<file path="config.mk">
export PLATFORM = sky130hd
export DESIGN_NAME = round_scheduler
export DESIGN_NICKNAME = d
export VERILOG_FILES = /design/src/rtl/round_scheduler_pkg.sv /design/src/rtl/round_scheduler_countdown.sv /design/src/rtl/round_scheduler.sv
export SDC_FILE = /design/constraint.sdc
export NUM_CORES = 1
export LEC_CHECK = 0
export ABC_AREA = 1
export CAP_MARGIN = 20
export CORE_MARGIN = 5
export CORE_UTILIZATION = 28
export DETAILED_ROUTE_END_ITERATION = 8
export PLACE_DENSITY_LB_ADDON = 0.05
export SETUP_SLACK_MARGIN = 0.5
export SLEW_MARGIN = 20
export SYNTH_ARGS = -nofsm -noshare
export SYNTH_HDL_FRONTEND = slang
export SYNTH_SLANG_ARGS = --single-unit
</file>
<file path="constraint.sdc">
create_clock -name clk -period 9.37 [get_ports clk]
set_input_delay 1.874 -clock clk [delete_from_list [all_inputs] [get_ports clk]]
set_output_delay 1.874 -clock clk [all_outputs]
set_load 0.005 [all_outputs]
</file>
<file path="src/rtl/round_scheduler_pkg.sv">
// Shared definitions for the round scheduler: FSM encodings, round-length and
// hint-threshold tables, and the saturating score add.
package game_defs;

  typedef enum logic [1:0] {
    S_IDLE       = 2'd0,
    S_RUN        = 2'd1,
    S_HOLD       = 2'd2,
    S_MATCH_OVER = 2'd3
  } state_e;

  localparam logic [6:0] SCORE_MAX = 7'd99;

  // Indexed by cfg_time: 30/60/90/120 seconds.
  localparam logic [6:0] ROUND_SECS [4] = '{7'd30, 7'd60, 7'd90, 7'd120};

  // Hint release points per round length; the fourth slot is never reached.
  localparam logic [6:0] HINT_THRESH [4][4] = '{
    '{7'd22, 7'd15, 7'd7,  7'd0},
    '{7'd45, 7'd30, 7'd15, 7'd0},
    '{7'd67, 7'd45, 7'd22, 7'd0},
    '{7'd90, 7'd60, 7'd30, 7'd0}
  };

  function automatic logic [6:0] score_add(input logic [6:0] score, input logic [2:0] pts);
    logic [7:0] sum;
    sum = {1'b0, score} + {5'd0, pts};
    return (sum > {1'b0, SCORE_MAX}) ? SCORE_MAX : sum[6:0];
  endfunction

endpackage

</file>
<file path="src/rtl/round_scheduler_countdown.sv">
// Per-round seconds counter with hint release and timeout pulses.
module round_countdown
  import game_defs::*;
(
  input  logic       clk,
  input  logic       reset,
  input  logic       clear_i,
  input  logic       load_i,
  input  logic [6:0] load_secs_i,
  input  logic [1:0] time_sel_i,
  input  logic [1:0] max_hints_i,
  input  logic       run_i,
  input  logic       tick_i,
  output logic [6:0] seconds_left_o,
  output logic [2:0] hint_level_o,
  output logic       timer_done_o,
  output logic       hint_start_o,
  output logic       expire_o
);

  logic [6:0] secs_q, secs_d;
  logic [2:0] hint_q;
  logic       td_q, hs_q;
  logic       step, hint_hit;

  assign step     = run_i & tick_i & (secs_q != 7'd0);
  assign secs_d   = secs_q - 7'd1;
  assign expire_o = step & (secs_d == 7'd0);
  // Thresholds are crossed in order, so only the next unreleased one is compared.
  assign hint_hit = step & (hint_q < {1'b0, max_hints_i})
                  & (secs_d == HINT_THRESH[time_sel_i][hint_q[1:0]]);

  always_ff @(posedge clk) begin
    if (reset) begin
      secs_q <= '0;
      hint_q <= '0;
      td_q   <= 1'b0;
      hs_q   <= 1'b0;
    end else begin
      td_q <= expire_o;
      hs_q <= hint_hit;
      if (clear_i) begin
        secs_q <= '0;
        hint_q <= '0;
      end else if (load_i) begin
        secs_q <= load_secs_i;
        hint_q <= '0;
      end else if (step) begin
        secs_q <= secs_d;
        if (hint_hit) hint_q <= hint_q + 3'd1;
      end
    end
  end

  assign seconds_left_o = secs_q;
  assign hint_level_o   = hint_q;
  assign timer_done_o   = td_q;
  assign hint_start_o   = hs_q;

endmodule

</file>
<file path="src/rtl/round_scheduler.sv">
// Match-level scheduler: round FSM, team rotation, scoring and winner selection.
module round_scheduler
  import game_defs::*;
#(
  parameter int NUM_ROUNDS = 6
) (
  input  logic       clk,
  input  logic       reset,
  input  logic       tick_1hz,
  input  logic       round_active,
  input  logic       word_correct,
  input  logic [1:0] cfg_teams,
  input  logic [1:0] cfg_diff,
  input  logic [1:0] cfg_time,
  input  logic       match_clear,
  output logic       timer_done,
  output logic       hint_start,
  output logic [2:0] hint_level,
  output logic [6:0] seconds_left,
  output logic [1:0] active_team,
  output logic [6:0] score0,
  output logic [6:0] score1,
  output logic [6:0] score2,
  output logic [6:0] score3,
  output logic [3:0] round_count,
  output logic       match_over,
  output logic [1:0] winner,
  output logic       tie,
  output state_e     state_dbg
);

  state_e     state_q;
  logic [1:0] teams_q, diff_q, time_q, active_team_q, winner_q;
  logic [3:0] round_count_q, rounds_d;
  logic [6:0] score_q [4];
  logic       ra_q, match_over_q, tie_q;
  logic       load, run, expire;
  logic [2:0] n_teams;
  logic [1:0] next_team, win_c;
  logic       tie_c;
  logic [6:0] best;

  assign load      = (state_q == S_IDLE) & round_active & ~ra_q & ~match_clear;
  // A correct guess or an abort freezes the clock, so neither can also time out.
  assign run       = (state_q == S_RUN) & round_active & ~word_correct & ~match_clear;
  assign n_teams   = (teams_q == 2'd0) ? 3'd2 : (teams_q == 2'd1) ? 3'd3 : 3'd4;
  assign next_team = ({1'b0, active_team_q} == n_teams - 3'd1) ? 2'd0 : active_team_q + 2'd1;
  assign rounds_d  = round_count_q + 4'd1;

  round_countdown u_countdown (
    .clk            (clk),
    .reset          (reset),
    .clear_i        (match_clear),
    .load_i         (load),
    .load_secs_i    (ROUND_SECS[cfg_time]),
    .time_sel_i     (time_q),
    .max_hints_i    (2'd3 - diff_q),
    .run_i          (run),
    .tick_i         (tick_1hz),
    .seconds_left_o (seconds_left),
    .hint_level_o   (hint_level),
    .timer_done_o   (timer_done),
    .hint_start_o   (hint_start),
    .expire_o       (expire)
  );

  always_comb begin
    best  = score_q[0];
    win_c = 2'd0;
    tie_c = 1'b0;
    for (int i = 1; i < 4; i++) begin
      if (3'(i) < n_teams) begin
        if (score_q[i] > best) begin
          best  = score_q[i];
          win_c = 2'(i);
          tie_c = 1'b0;
        end else if (score_q[i] == best) begin
          tie_c = 1'b1;
        end
      end
    end
  end

  always_ff @(posedge clk) begin
    if (reset) begin
      state_q       <= S_IDLE;
      teams_q       <= '0;
      diff_q        <= '0;
      time_q        <= '0;
      active_team_q <= '0;
      round_count_q <= '0;
      ra_q          <= 1'b0;
      match_over_q  <= 1'b0;
      winner_q      <= '0;
      tie_q         <= 1'b0;
      for (int i = 0; i < 4; i++) score_q[i] <= '0;
    end else begin
      ra_q <= round_active;
      if (match_clear) begin
        state_q       <= S_IDLE;
        active_team_q <= '0;
        round_count_q <= '0;
        match_over_q  <= 1'b0;
        winner_q      <= '0;
        tie_q         <= 1'b0;
        for (int i = 0; i < 4; i++) score_q[i] <= '0;
      end else begin
        case (state_q)
          S_IDLE: if (load) begin
            teams_q <= cfg_teams;
            diff_q  <= cfg_diff;
            time_q  <= cfg_time;
            state_q <= S_RUN;
          end
          S_RUN: begin
            if (!round_active) begin
              state_q <= S_HOLD;
            end else if (word_correct) begin
              score_q[active_team_q] <= score_add(score_q[active_team_q], 3'd4 - hint_level);
              state_q <= S_HOLD;
            end else if (expire) begin
              state_q <= S_HOLD;
            end
          end
          S_HOLD: if (!round_active) begin
            active_team_q <= next_team;
            round_count_q <= rounds_d;
            if (rounds_d == 4'(NUM_ROUNDS)) begin
              state_q      <= S_MATCH_OVER;
              match_over_q <= 1'b1;
              winner_q     <= win_c;
              tie_q        <= tie_c;
            end else begin
              state_q <= S_IDLE;
            end
          end
          default: ;
        endcase
      end
    end
  end

  assign active_team = active_team_q;
  assign round_count = round_count_q;
  assign match_over  = match_over_q;
  assign winner      = winner_q;
  assign tie         = tie_q;
  assign score0      = score_q[0];
  assign score1      = score_q[1];
  assign score2      = score_q[2];
  assign score3      = score_q[3];
  assign state_dbg   = state_q;

endmodule
</file>
==> results of run 1 <==
[tightest hold or removal path, delay by kind of cell, from the launching register on]
family | cells | cell delay (ns)
flip-flops | 1 | 0.33
AND/OR/NAND/NOR | 2 | 0.12
[area by class of cell]
| type | count | area, um2 |
|---|---|---|
| clock buffers | 10 | 239 |
| clock inverters | 6 | 37.5 |
| fillers | 1680 | 10200 |
| inverters | 87 | 342 |
| multi-input cells | 433 | 2530 |
| flip-flops and latches | 61 | 1500 |
| well taps | 216 | 270 |
| repair buffers | 64 | 638 |
[report_power, final]
group          switching (mW)  internal (mW)
Sequential             0.0121          0.287
Combinational          0.0811         0.0535
Clock                   0.124          0.185
Total                   0.217          0.525
[how the worst min path moves through the flow]
| stage | start | end | slack (ns) | cells after the start |
|---|---|---|---|---|
| 6_report | match_over | match_over | 0.47 | 2 |
| 5_1_grt | diff_q[0] | diff_q[0] | 0.50 | 2 |
| 4_1_cts | match_over | match_over | 0.48 | 2 |
| 3_5_place_dp | match_over | match_over | 0.47 | 2 |
| 3_3_place_gp | diff_q[0] | diff_q[0] | 0.46 | 2 |
| 2_1_floorplan | diff_q[0] | diff_q[0] | 0.45 | 2 |
[sequential cells by signal, summed over array words and instances (netlist names), named ones only]
register,count
score_q,28
u_countdown.seconds_left_o,7
round_count,4
u_countdown.hint_level_o,3
active_team,2
diff_q,2
state_dbg,2
teams_q,2
time_q,2
winner,2
match_over,1
ra_q,1
tie,1
u_countdown.hint_start_o,1
u_countdown.timer_done_o,1
[kinds of logic (layout without fill, tap and decap cells)]
group,count (synthesis),in the layout,share of synthesized area (%)
compound gates,90,90,11.1
buf+inv,98,167,9.26
flops,61,61,33.8
simple gates,293,293,32.1
xor+xnor,5,5,0.985
fa+ha+maj,45,45,12.8
[cell usage in the layout, fill, tap and decap left out, drive strengths merged, types with 6 or more instances in the layout]
cell           netlist  routed
o21ai               37      37
nand3b               6       6
nand4                9       9
clkdlybuf4s50        0      63
edfxtp              28      28
ha                  44      44
nor2                64      64
a21oi               39      39
clkbuf               5      10
nand3               45      45
dfxtp               33      33
nand2              166     166
inv                 87      88
[routing by layer]
metal	global-route usage, %	up-vias
li1	-	2065
met1	20.2	1827
met2	25.5	85
met3	2.85	8
met4	4.70	0
met5	0	-
[metrics by stage]
| stage | worst slack [ns] | area (um2) | cells | hold slack (ns) |
|---|---|---|---|---|
| detailed placement | 4.97 | 5290 | 861 | 0.467 |
| global route | 4.38 | 5560 | 877 | 0.501 |
| finish | 4.95 | 5560 | 877 | 0.473 |
| floorplan | 5.66 | 4450 | 592 | 0.446 |
| CTS | 4.96 | 5560 | 877 | 0.482 |
| global placement | 5.02 | 5290 | 861 | 0.464 |
==> impl_metrics.csv, run 1 <==
group,metric,value,unit
setup_path,classification_of_the_worst_setup_path,"reg2reg",
setup_path,worst_setup_path_end_kind,"flop",
floorplanning,fp.dieH,136,um
placement,io_buffers,63,
floorplanning,die_width,136,um
global_route,grt_total_usage,15.3,%
cts,cts.repair_timing.setup_buffer_count,0,
cts,clock_path_buffers,2,
yosys,combined_area_of_all_synthesized_cells,4450,um2
status,run_status,"completed",
setup_path,worst_setup_ep,"tie",
sta,report.final.hold_viol_count,0,
detailed_routing,topRoutingLayerUsed,"met4",
floorplanning,placeableCoreArea,15700,um2
sta,final.period_utilization,47.2,%
setup_path,timing.critical_path.required,9.62,ns
detailed_routing,met3_wirelength,518,um
global_route,antenna_violations_before_repair,0,
yosys,post_synth_num_cell_types,41,
sta,max_slew_margin,42.3,%
yosys,avgSynthCellArea,7.51,um2
setup_path,path_common_cell,"sky130_fd_sc_hd__nand2_1",
sta,maxClockFrequency,0.226,GHz
sta,timing_max_transition_violations_final,0,
yosys,most_used_standard_cell_by_instance_count_after_synthesis,"sky130_fd_sc_hd__nand2_1",
placement,dpl.hpwl,11000,um
setup_path,crit-reg2reg-launch,"score_q[1][1]",
detailed_routing,initialDrtViolationCount,153,
setup_path,worstSetupPathDepth,24,
sta,tightest_slew,0.865,ns
global_route,largest_net_degree_at_the_start_of_global_routing,18,
yosys,synth.top_cells.by_area,"sky130_fd_sc_hd__edfxtp_1 19%, sky130_fd_sc_hd__dfxtp_1 15%, sky130_fd_sc_hd__nand2_1 13%, sky130_fd_sc_hd__ha_1 12%, sky130_fd_sc_hd__inv_1 6.8%",
detailed_routing,route.detailed.wl_per_inst,15.6,um
setup_path,timing.critical_path.fanout_max,14,
yosys,post-synth-top-area-fraction,18.9,%
cells_and_area,drive_above_1_share,9.08,%
setup_path,timing.critical_path.slowest_stage_cell,"sky130_fd_sc_hd__edfxtp_1",
floorplanning,initial_core_utilization,28.3,%
cts,clkSlewWorstSetupHoldPaths,0.06,ns
yosys,synth_edf_count,28,
setup_path,worst-endpoint-arrival,4.67,ns
setup_path,r2r_setup_slack,4.95,ns
cells_and_area,finalCoreUtilization,35.4,%
detailed_routing,m1WireLength,6560,um
floorplanning,io_pins,64,
detailed_routing,postRouteWirelength,13700,um
yosys,ys_top_cells_by_count,"154 x sky130_fd_sc_hd__nand2_1, 80 x sky130_fd_sc_hd__inv_1, 58 x sky130_fd_sc_hd__nor2_1, 44 x sky130_fd_sc_hd__ha_1, 39 x sky130_fd_sc_hd__a21oi_1",
setup_path,path_delay_family,"simple AND/OR/NAND/NOR gates",
cts,cts_tree,"built",
cts,htree_levels,3,
cts,postcts_resize_cnt,0,
yosys,synthArstFlopShare,0,%
setup_path,cell_chain_of_the_critical_path,"ha_1 -> nand2_1 -> o21a_1 -> o21ai_2 -> nand2_1 -> nand2_1 -> o21ai_0 -> ha_1 -> nand2_1 -> o21ai_0 -> nand2_1 -> o211ai_1 -> nand3_1 -> nand2_1 -> o21ai_1 -> ha_1 -> nand2_1 -> nor2_1 -> nand2_1 -> nor2_1 -> nor2_1 -> a21oi_1 -> nand2_1 -> a21oi_1",
cells_and_area,final_nets,713,
setup_path,regToRegEndpoint,"tie",
cts,numCtsBuffers,9,
yosys,yosys_warnings,0,
detailed_routing,drt_pre_antenna_iters,4,
floorplanning,fp-row-count,46,
cts,ctsHoldBuffers,0,
detailed_routing,drt_drc,0,
cells_and_area,n_antenna_cell,0,
power,power_density,133,nW/um2
yosys,synth_seq_area_share,33.8,%
setup_path,crit_path_start_kind,"flop",
power,p_leak,2.50,nW
sta,final.min_clock_period,4.42,ns
setup_path,worst_path_largest_cell_delay,0.49,ns
sta,final_number_of_setup_violating_endpoints,0,
yosys,syn-num-nets,649,
yosys,ys.flop_type,"sky130_fd_sc_hd__dfxtp_1",
power,vdd_drop_max,61.4,uV
setup_path,cp.buffers_inverters,0,
yosys,syn-instance-count,592,
global_route,first_global_vias,4016,
sta,rsz0062_at_grt,"no",
detailed_routing,ant_nets,0,
floorplanning,die_outline_area,18500,um2
global_route,grt_first_pass_wirelength,21700,um
power,report.power.total,0.742,mW
sta,timing.setup.tns,0,ns
min_path,holdCritPathClass,"reg2reg",
detailed_routing,via_per_inst,4.54,
cts,cts_sinks,61,
sta,clock-skew-final,0.0115,ns
global_route,grt_overflow,0,
setup_path,worst_setup_path_startpoint,"score_q[1][1]",
job,max_cap_violations,0,
yosys,synth-seq-cells,61,
yosys,netlist.top_cell.by_area,"sky130_fd_sc_hd__edfxtp_1",
detailed_routing,wl_met2,6470,um
detailed_routing,via_count,3985,
cells_and_area,area.growth.synth_to_final,25.1,%
setup_path,r2r.worst_path.cells,24,
cts,worstSkewPairLatency,0.33,ns
placement,gpl_wtd_cong,0.821,
cts,cts.root.buffer_cell,"sky130_fd_sc_hd__clkbuf_16",
(Power assumes the default switching activity.)
==> run 2: changes to the inputs <==
- clock period: 9.37 -> 4.5 ns (I/O delays scaled with it)
==> impl_metrics.csv, run 2 (synthesis gave the netlist of run 1 again) <==
group,metric,value,unit
status,run_status,"completed",
cells_and_area,layout_commonest_cell,"sky130_fd_sc_hd__nand2_1",
global_route,first_global_vias,3983,
cts,htree_levels,3,
setup_path,r2r_setup_slack,0.56,ns
power,p_leak,2.70,nW
floorplanning,initial_core_utilization,28.3,%
sta,timing.setup.tns,0,ns
sta,rsz0062_at_grt,"yes",
floorplanning,die_width,136,um
setup_path,path_delay_family,"compound AO/OA/AOI/OAI gates",
global_route,grt_total_usage,15.5,%
detailed_routing,drt_drc,0,
power,power_density,290,nW/um2
min_path,min_delay_worst_endpoint,"diff_q[0]",
placement,dpl.hpwl,11000,um
global_route,grt_overflow,0,
cells_and_area,final_nets,746,
job,max_cap_violations,0,
cts,numCtsBuffers,9,
placement,io_buffers,63,
sta,final.period_utilization,87.5,%
setup_path,crit-reg2reg-launch,"score_q[1][4]",
setup_path,timing.critical_path.slowest_stage_cell,"sky130_fd_sc_hd__edfxtp_1",
setup_path,crit_path_start_kind,"flop",
setup_path,worst_setup_path_end_kind,"flop",
placement,dp_cells,863,
sta,tightest_slew,0.493,ns
cts,cts_sinks,61,
setup_path,worst_path_largest_cell_delay,0.48,ns
setup_path,worst_setup_path_startpoint,"score_q[1][4]",
detailed_routing,topRoutingLayerUsed,"met4",
detailed_routing,wl_met2,6900,um
cells_and_area,largest_register_ff_count,28,
cells_and_area,largest-register,"score_q",
detailed_routing,via_count,4231,
sta,maxClockFrequency,0.254,GHz
sta,timing_max_transition_violations_final,0,
detailed_routing,ant_nets,0,
global_route,largest_net_degree_at_the_start_of_global_routing,18,
cells_and_area,area.growth.synth_to_final,35.8,%
cts,worstSkewPairLatency,0.33,ns
sta,hold_slack,0.472,ns
global_route,antenna_violations_before_repair,0,
cells_and_area,n_antenna_cell,0,
cells_and_area,layout.cells.most_common_list,"145 x sky130_fd_sc_hd__nand2_1, 75 x sky130_fd_sc_hd__inv_1, 63 x sky130_fd_sc_hd__clkdlybuf4s50_1",
sta,final.min_clock_period,3.94,ns
global_route,grt_first_pass_wirelength,21800,um
floorplanning,die_outline_area,18500,um2
floorplanning,fp.dieH,136,um
power,vdd_drop_max,169,uV
setup_path,cell_chain_of_the_critical_path,"ha_4 -> a21oi_2 -> o21a_1 -> o21ai_4 -> buf_4 -> nor2_2 -> a21oi_2 -> ha_1 -> nand2_2 -> o211ai_1 -> nand3_4 -> buf_6 -> nand2_2 -> o21ai_2 -> ha_1 -> nand2_1 -> nor2_2 -> nand2_1 -> nor2_2 -> nor2_2 -> a21oi_2 -> nand2_1 -> a21oi_2",
setup_path,cp.buffers_inverters,2,
placement,gpl_wtd_cong,0.877,
sta,clock-skew-final,0.00775,ns
cells_and_area,drive_above_1_share,18.9,%
setup_path,classification_of_the_worst_setup_path,"reg2reg",
setup_path,timing.critical_path.required,4.76,ns
sta,max_slew_margin,67.1,%
min_path,holdCritPathClass,"reg2reg",
floorplanning,io_pins,64,
setup_path,timing.critical_path.fanout_max,5,
detailed_routing,postRouteWirelength,14300,um
detailed_routing,drt_pre_antenna_iters,5,
floorplanning,placeableCoreArea,15700,um2
detailed_routing,route.detailed.wl_per_inst,15.8,um
cts,clock_path_buffers,2,
detailed_routing,initialDrtViolationCount,257,
setup_path,worst-endpoint-arrival,4.20,ns
setup_path,r2r.worst_path.cells,23,
sta,final_number_of_setup_violating_endpoints,0,
floorplanning,fp-row-count,46,
cts,ctsHoldBuffers,0,
detailed_routing,m1WireLength,6660,um
cells_and_area,n_fill_cell,1651,
cts,cts_tree,"built",
cts,cts.root.buffer_cell,"sky130_fd_sc_hd__clkbuf_16",
cells_and_area,fin_cells,910,
min_path,hp-start,"diff_q[0]",
sta,report.final.hold_viol_count,0,
cts,clkSlewWorstSetupHoldPaths,0.06,ns
setup_path,regToRegEndpoint,"tie",
detailed_routing,met3_wirelength,564,um
detailed_routing,via_per_inst,4.65,
min_path,holdPathStages,2,
-- run 2: worst max path at each step --
| stage | depth (start not counted) | endpoint |
|---|---|---|
| finish | 23 | tie |
| global route | 29 | tie |
| CTS | 24 | tie |
| detailed placement | 25 | tie |
| global placement | 24 | winner[0] |
| floorplan | 26 | tie |
-- run 2: metrics by stage --
step | power [mW] | utilization [%] | cell area, um2 | setup slack (ns)
after floorplan | 0.812 | - | 4450 | 0.792
after global placement | 0.912 | 33.7 | 5300 | 0.177
after detailed placement | 0.914 | 33.7 | 5300 | 0.110
after CTS | 1.71 | 36.2 | 5690 | 0.554
after global routing | 1.84 | 38.4 | 6040 | 0.272
final | 1.75 | 38.4 | 6040 | 0.561
-- run 2: what timing repair did --
item | 4_1_cts | 5_1_grt
cloned | 0 | 2
pin swaps | 2 | 22
setup buffers | 3 | 26
setup endpoints to repair | 3 | 3
resized for setup | 7 | 43
-- run 2: final cells by class --
type / count / area (um2) / share of cell area, %
Multi-Input combinational cell: 435 / 2720 / 45.0
Sequential cell: 61 / 1500 / 24.9
Timing Repair Buffer: 95 / 878 / 14.5
Inverter: 87 / 342 / 5.65
Tap cell: 216 / 270 / 4.47
Clock buffer: 10 / 250 / 4.14
Clock inverter: 6 / 82.6 / 1.37
-- run 2: metal layers --
layer / track usage, % / up-vias
met1: 20.4 / 1973
met3: 2.41 / 20
met2: 26.0 / 99
li1: - / 2139
met4: 4.98 / 0
met5: 0 / -
-- run 2: where the power goes --
| part | switching, mW | internal [mW] |
|---|---|---|
| Clock | 0.261 | 0.516 |
| Sequential | 0.0236 | 0.597 |
| Combinational | 0.201 | 0.153 |
| Total | 0.486 | 1.27 |
-- run 2: worst reg2reg max path, cell delays in order (launching register included) --
cell and delay, ns:
sky130_fd_sc_hd__edfxtp_1 0.48, sky130_fd_sc_hd__ha_4 0.30, sky130_fd_sc_hd__a21oi_2 0.13, sky130_fd_sc_hd__o21a_1 0.17, sky130_fd_sc_hd__o21ai_4 0.10, sky130_fd_sc_hd__buf_4 0.15, sky130_fd_sc_hd__nor2_2 0.10, sky130_fd_sc_hd__a21oi_2 0.06
sky130_fd_sc_hd__ha_1 0.32, sky130_fd_sc_hd__nand2_2 0.06, sky130_fd_sc_hd__o211ai_1 0.37, sky130_fd_sc_hd__nand3_4 0.16, sky130_fd_sc_hd__buf_6 0.16, sky130_fd_sc_hd__nand2_2 0.06, sky130_fd_sc_hd__o21ai_2 0.06, sky130_fd_sc_hd__ha_1 0.30
sky130_fd_sc_hd__nand2_1 0.07, sky130_fd_sc_hd__nor2_2 0.13, sky130_fd_sc_hd__nand2_1 0.08, sky130_fd_sc_hd__nor2_2 0.15, sky130_fd_sc_hd__nor2_2 0.06, sky130_fd_sc_hd__a21oi_2 0.18, sky130_fd_sc_hd__nand2_1 0.10, sky130_fd_sc_hd__a21oi_2 0.11
